===== src/rtl/csub32_pipe.sv =====
// Two-stage pipelined carry-select subtractor: diff = a - b - bin with borrow-out and signed overflow.
// Stage 1 computes the low half and both high-half candidates; stage 2 selects the high half using the low carry.
module csub32_pipe #(
    parameter int WIDTH = 32
) (
    input  logic             clk,
    input  logic             rst_n,
    input  logic             in_valid,
    output logic             in_ready,
    input  logic [WIDTH-1:0] a,
    input  logic [WIDTH-1:0] b,
    input  logic             bin,
    output logic             out_valid,
    input  logic             out_ready,
    output logic [WIDTH-1:0] diff,
    output logic             bout,
    output logic             ovf
);
    localparam int SPLIT = WIDTH / 2;

    logic             r_s1_valid;
    logic             r_c_lo;
    logic [SPLIT-1:0] r_d_lo;
    logic             r_c_h0;
    logic [SPLIT-1:0] r_h0;
    logic             r_c_h1;
    logic [SPLIT-1:0] r_h1;
    logic             r_a_msb;
    logic             r_b_msb;

    logic             r_s2_valid;
    logic [WIDTH-1:0] r_diff;
    logic             r_bout;
    logic             r_ovf;

    logic             w_s2_adv;
    logic             w_in_ready;
    logic             w_accept;
    logic [SPLIT:0]   w_lo_sum;
    logic [SPLIT:0]   w_hi_sum0;
    logic [SPLIT:0]   w_hi_sum1;
    logic [SPLIT-1:0] w_sel_hi;
    logic             w_cout;
    logic             w_ovf;

    assign w_s2_adv   = r_s1_valid & (~r_s2_valid | out_ready);
    assign w_in_ready = ~r_s1_valid | w_s2_adv;
    assign w_accept   = in_valid & w_in_ready;

    // Stage-1 arithmetic: subtraction as a + ~b + ~bin, high half speculated for both carries
    always_comb begin
        w_lo_sum  = {1'b0, a[SPLIT-1:0]} + {1'b0, ~b[SPLIT-1:0]} + {{SPLIT{1'b0}}, ~bin};
        w_hi_sum0 = {1'b0, a[WIDTH-1:SPLIT]} + {1'b0, ~b[WIDTH-1:SPLIT]};
        w_hi_sum1 = {1'b0, a[WIDTH-1:SPLIT]} + {1'b0, ~b[WIDTH-1:SPLIT]} + {{SPLIT{1'b0}}, 1'b1};
    end

    // Stage-2 carry select and overflow from the selected result sign
    always_comb begin
        w_sel_hi = r_h0;
        w_cout   = r_c_h0;
        if (r_c_lo) begin
            w_sel_hi = r_h1;
            w_cout   = r_c_h1;
        end else begin
            w_sel_hi = r_h0;
            w_cout   = r_c_h0;
        end
        w_ovf = (r_a_msb != r_b_msb) && (w_sel_hi[SPLIT-1] != r_a_msb);
    end

    // Pipeline occupancy flags
    always_ff @(posedge clk or negedge rst_n) begin
        if (!rst_n) begin
            r_s1_valid <= 1'b0;
            r_s2_valid <= 1'b0;
        end else begin
            if (w_accept) begin
                r_s1_valid <= 1'b1;
            end else if (w_s2_adv) begin
                r_s1_valid <= 1'b0;
            end
            if (w_s2_adv) begin
                r_s2_valid <= 1'b1;
            end else if (out_ready) begin
                r_s2_valid <= 1'b0;
            end
        end
    end

    // Stage-1 data registers, loaded only when an operation is accepted
    always_ff @(posedge clk or negedge rst_n) begin
        if (!rst_n) begin
            r_c_lo  <= 1'b0;
            r_d_lo  <= {SPLIT{1'b0}};
            r_c_h0  <= 1'b0;
            r_h0    <= {SPLIT{1'b0}};
            r_c_h1  <= 1'b0;
            r_h1    <= {SPLIT{1'b0}};
            r_a_msb <= 1'b0;
            r_b_msb <= 1'b0;
        end else if (w_accept) begin
            {r_c_lo, r_d_lo} <= w_lo_sum;
            {r_c_h0, r_h0}   <= w_hi_sum0;
            {r_c_h1, r_h1}   <= w_hi_sum1;
            r_a_msb          <= a[WIDTH-1];
            r_b_msb          <= b[WIDTH-1];
        end
    end

    // Stage-2 result registers, loaded only when stage 1 advances so stalled results hold
    always_ff @(posedge clk or negedge rst_n) begin
        if (!rst_n) begin
            r_diff <= {WIDTH{1'b0}};
            r_bout <= 1'b0;
            r_ovf  <= 1'b0;
        end else if (w_s2_adv) begin
            r_diff <= {w_sel_hi, r_d_lo};
            r_bout <= ~w_cout;
            r_ovf  <= w_ovf;
        end
    end

    assign in_ready  = w_in_ready;
    assign out_valid = r_s2_valid;
    assign diff      = r_diff;
    assign bout      = r_bout;
    assign ovf       = r_ovf;

endmodule


===== config.mk =====
export PLATFORM = sky130hd
export DESIGN_NAME = csub32_pipe
export DESIGN_NICKNAME = d
export VERILOG_FILES = /design/src/rtl/csub32_pipe.sv
export SDC_FILE = /design/constraint.sdc
export NUM_CORES = 1
export LEC_CHECK = 0
export BUFFER_PORTS_ARGS = -buffer_cell sky130_fd_sc_hd__buf_2
export CORE_MARGIN = 2
export CORE_UTILIZATION = 60
export CTS_CLUSTER_SIZE = 16
export DETAILED_ROUTE_END_ITERATION = 16
export PLACE_DENSITY = 0.86
export SLEW_MARGIN = 10
export SYNTH_ARGS = -nofsm -noshare
export SYNTH_HDL_FRONTEND = slang
export SYNTH_SLANG_ARGS = --single-unit

===== constraint.sdc =====
create_clock -name clk -period 4.8 [get_ports clk]
set_input_delay 0.24 -clock clk [delete_from_list [all_inputs] [get_ports clk]]
set_output_delay 0.24 -clock clk [all_outputs]
set_load 0.005 [all_outputs]

* Word-level counts from Yosys, hierarchy flattened *
Cells that the tools add are included.

word-level totals
  register bits after elaboration = 89
  input port bits = 69
  output and inout bits = 36
  word-level logic and storage cells = 38

operators by class
  add/sub/neg operators = 4
  equal/unequal tests = 2
  mux-type cells = 6
  bitwise gates (word level) = 10
  reductions and logical operators = 3

operators by type and width
  operator                                                          count
  16-bit by 16-bit adder with 17-bit output                         2
  16-bit NOT                                                        2
  17-bit by 1-bit adder with 17-bit output                          1
  17-bit by 1-bit adder with 17-bit output (second input constant)  1
  16-bit two-way mux                                                1
  1-bit two-way mux                                                 5
  1-bit NOT                                                         4
  2-bit nonzero test                                                2
  1-bit AND                                                         2
  1-bit != test                                                     2
  1-bit OR                                                          2
  1-bit logical AND                                                 1

* Longest topological paths before layout *
  depth after elaboration = 6
  mapped depth = 12
  gate-level depth less buffers = 12

* Worst setup path before layout *
OpenSTA, ideal clock, no wires.

  path kind = input -> register
  from = in b[0]
  to = reg r_d_lo[14]
  setup time = 0.110 ns
  arrival time = 2.623 ns
  required time = 4.690 ns
  path slack = 2.067 ns
  cell stages on the path = 11
  cells stage by stage = inv_1 fa_1 fa_1 a21o_1 a21o_1 a21oi_1 o21ai_0 a211oi_1 nor2_1 and4_1 o41ai_1

between the ends
  cells in the longest elaborated chain, start to end = 3

RTL lines
  element                                    line  source
  start, declared                            11    input logic [WIDTH-1:0] b,
  16-bit NOT                                 52    w_lo_sum = {1'b0, a[SPLIT-1:0]} + {1'b0, ~b[SPLIT-1:0]} + {{SPLIT{1'b0}}, ~bin};
  16-bit by 16-bit adder with 17-bit output  52
  17-bit by 1-bit adder with 17-bit output   52
  end signal, assigned                       94    r_d_lo <= {SPLIT{1'b0}};
  end signal, assigned                       102   {r_c_lo, r_d_lo} <= w_lo_sum;
  end, declared                              23    logic [SPLIT-1:0] r_d_lo;

Every way passes these cells.
A chain may end at the register's enable or synchronous reset.

* Final worst setup path *
  from = in a[0]
  to = reg r_d_lo[14]

between the ends
  cells in the longest elaborated chain, start to end = 2

RTL lines
  element                                    line  source
  start, declared                            10    input logic [WIDTH-1:0] a,
  16-bit by 16-bit adder with 17-bit output  52
  17-bit by 1-bit adder with 17-bit output   52

Every way passes these cells.

==> metrics.md <==
| Metric | Value |
|---|---|
| Max Fanout on Critical Path | 3 |
| CP endpoint | r_d_lo[14]$_DFFE_PN0P_ |
| Final setup violation count | 0 |
| Pwr/cell area | 382 mW/mm^2 |
| Drt wl/cell | 14.1 microns |
| DIE HEIGHT | 98.8 microns |
| CTS Root Cell | clkbuf_8 |
| Top cells by area, synth | dfrtp_1 41%, ha_1 7.4%, nand2_1 7.1% |
| RSZ-0062 raised after global routing | false |
| FF-to-FF Start | r_s1_valid$_DFFE_PN0P_ |
| FF-to-FF path depth | 5 |
| GRT Overall Usage | 24.0% |
| Post-synth cell types | 58 |
| Clk slew on worst S/H paths | 0.09 ns |
| Fin Clk Skew | 0.0125 ns |
| Final min period | 2.82 ns |
| Die W | 98.8 microns |
| Synth Flop Type | dfrtp_1 |
| CP startpoint | a[0] |
| Max Freq | 0.354 GHz |
| Crit path launch type | primary input |
| Max Buffers Root-to-Sink | 2 |
| Share of layout cells above drive strength 1 | 21.9% |
| Yosys reg bits | 89 |
| Final Cycle Share | 58.8% |
| # IOs | 105 |
| Vias in the first global route | 4351 |
| Antenna fix cells | 0 |
| Netlist Area Pre-Place | 0.00539 sq mm |
| Avg Cell Area, Syn | 9.08 sq um |
| Vias | 4526 |
| Row count | 34 |
| Initial antenna violation count | 0 |
| Yosys top cell area share | 41.3% |
| Critical path cell sequence | buf_2, fa_1, fa_1, a21o_1, a21o_1, a21oi_1, o21ai_0, a211oi_1, nor2_1, and4_1, o41ai_1 |
| First-pass GRT wire length | 19400 microns |
| Max stage delay on crit path | 0.46 ns |
| Crit-path slowest cell | fa_1 |
| Vias per cell | 5.64 |
| Leak | 0.00313 uW |
| Yosys top cell by area | dfrtp_1 |
| Largest net degree at the start of global routing | 96 |
| Max Cap Viol | 0 |
| Number of synthesized flops with an enable pin | 0 |
| H-tree Lvls | 3 |
| TritonCTS clock tree | done |
| Critical path capture point type | flip-flop |
| Routed WL | 11300 microns |
| GRT overflow | 0 |
| Rel. slew slack | 27.1% |
| Peak VDD IR | 0.000166 V |
| Initial Util | 61.9% |
| CTS buffer count | 9 |
| Status | finished, final reports clean |
| Layout area overhead | 15.5% |
| YS warnings | 0 |
| Post_cts resized | 0 |
| R2R setup slack | 2.93 ns |
| Setup Crit Path Kind | in -> reg |
| Post CTS Setup Buffer Count | 0 |
| Worst Hold Class | in -> async |
| Cells after Synth | 594 |
| Syn nets | 698 |
| RR Endpoint | r_c_lo$_DFFE_PN0P_ |
| Placer Congestion | 0.890 |
| I/O Buffers | 104 |
| Final Instance Area | 0.00623 sq mm |
| Seq/Total Area, Yosys | 41.3% |
| Clk_lat worst skew | 0.36 ns |
| Final Hold Viols | 0 |
| Total placed instance area | 0.00599 sq mm |
| Slew Limit Fails | 0 |
| Fraction of registers with async set/reset | 100% |
| Cts hold-fix bufs | 0 |
| Req. time, crit path | 5.03 ns |
| TritonCTS sink count | 89 |
| Core area | 0.00872 sq mm |
| Die area | 0.00976 sq mm |
| DPL Wire Length | 8340 microns |
| Measured slew at the worst slew-check pin | 1.09 ns |
| DRT iter0 DRCs | 301 |
| Post-route DRC | 0 |
| # nets final | 794 |
| Setup TNS | 0 ns |
| Post-route ant nets | 0 |
| Crit path DAT | 3.06 ns |
| Detailed Routing Iterations Pass 1 | 5 |
## flip-flops by register name, summed over array words and instances (netlist names), 16 cells and up
signal  cells
diff       32
r_d_lo     16
r_h1       16
r_h0       16
## stage by stage
stage / std cells / power, uW / setup WS, ns / util, % / hold WS (ns)
finish: 803 / 2380 / 1.98 / 71.4 / 0.0729
global placement: 787 / 1730 / 1.75 / 68.6 / 0.456
global route: 803 / 2540 / 1.80 / 71.4 / 0.116
detailed placement: 787 / 1780 / 1.66 / 68.6 / 0.460
floorplan: 594 / 1510 / 2.07 / - / -0.0556
CTS: 803 / 2390 / 2.03 / 71.4 / 0.0975
## synthesized netlist by cell type, drive strengths merged (2+ instances only)
| cell type | instances |
|---|---|
| nand4 | 3 |
| dfrtp | 89 |
| nand2b | 10 |
| nor3 | 16 |
| a21o | 8 |
| a21oi | 18 |
| or3 | 7 |
| a2111oi | 2 |
| a31o | 2 |
| buf | 5 |
| a211oi | 5 |
| a211o | 2 |
| nand2 | 102 |
| inv | 46 |
| o41ai | 2 |
| mux2i | 19 |
| nor4 | 3 |
| fa | 3 |
| xnor2 | 15 |
| o21ai | 70 |
| ha | 32 |
| mux2 | 18 |
| xor2 | 18 |
| o211ai | 3 |
| o311ai | 2 |
| nor2 | 29 |
| nor4b | 2 |
| nand3 | 10 |
| nor2b | 2 |
| or4 | 2 |
| a31oi | 5 |
| nand4b | 2 |
| clkbuf | 15 |
| and3 | 7 |
| nand3b | 3 |
| o21a | 3 |
## how the worst min path moves through the flow
stage	cells after the start	slack [ns]	to
floorplan	0	-0.06	bout$_DFFE_PN0P_
global placement	2	0.46	r_d_lo[0]$_DFFE_PN0P_
detailed placement	2	0.46	r_d_lo[1]$_DFFE_PN0P_
CTS	3	0.1	r_a_msb$_DFFE_PN0P_
global route	2	0.12	r_s1_valid$_DFFE_PN0P_
finish	1	0.07	r_h1[2]$_DFFE_PN0P_
## placed cells by master, fill, tap and decap left out, types with 10 or more instances in the layout
| master | netlist | final |
|---|---|---|
| mux2i_1 | 19 | 19 |
| nand2b_1 | 10 | 10 |
| nor2_1 | 28 | 28 |
| ha_1 | 32 | 32 |
| xor2_1 | 18 | 18 |
| nand2_1 | 102 | 100 |
| nand3_1 | 10 | 10 |
| mux2_2 | 18 | 18 |
| xnor2_1 | 15 | 15 |
| a21oi_1 | 18 | 18 |
| inv_1 | 46 | 46 |
| o21ai_0 | 67 | 67 |
| nor3_1 | 15 | 15 |
| buf_2 | 0 | 103 |
| dfrtp_1 | 89 | 89 |
## worst max-delay path, delay by kind of cell
kind / cells / cell delay (ns)
and+or+nand+nor: 2 / 0.36
buffers and inverters: 1 / 0.11
AOI/OAI and AO/OA: 6 / 1.47
adders and majority gates: 2 / 0.88
## final cells by class
cell class,count,area (sq um)
multi-input cells,439,2920
fillers,651,2490
flip-flops and latches,89,2230
repair buffers,105,531
inverters,46,173
well taps,108,135
clock buffers,10,128
clock inverters,6,116
## cell families (layout without fill, tap and decap cells)
group                    after synthesis  count (layout)  synth area share (%)
AO/OA/AOI/OAI                        131             131                  14.9
XOR/XNOR                              33              33                  5.36
adder cells (fa/ha/maj)               35              35                  8.54
buffers and inverters                 66             167                  4.66
flip-flops                            89              89                  41.3
multiplexers                          37              37                  7.28
AND/OR/NAND/NOR                      203             203                  17.9
## where the power goes
part	internal (uW)	total, uW	switching (uW)	leakage [uW]
combinational	328	704	376	0.00192
sequential	942	1060	118	0.00109
clock	349	617	268	0.000121
total	1620	2380	763	0.00313
## routing by layer
metal,track usage [%],part of all wire [%],vias to the layer above
li1,-,-,2243
met1,34.0,47,2137
met2,37.5,46,124
met3,3.40,5.0,22
met4,10.0,2.1,0
met5,0,0,-
(Power assumes the default switching activity.)
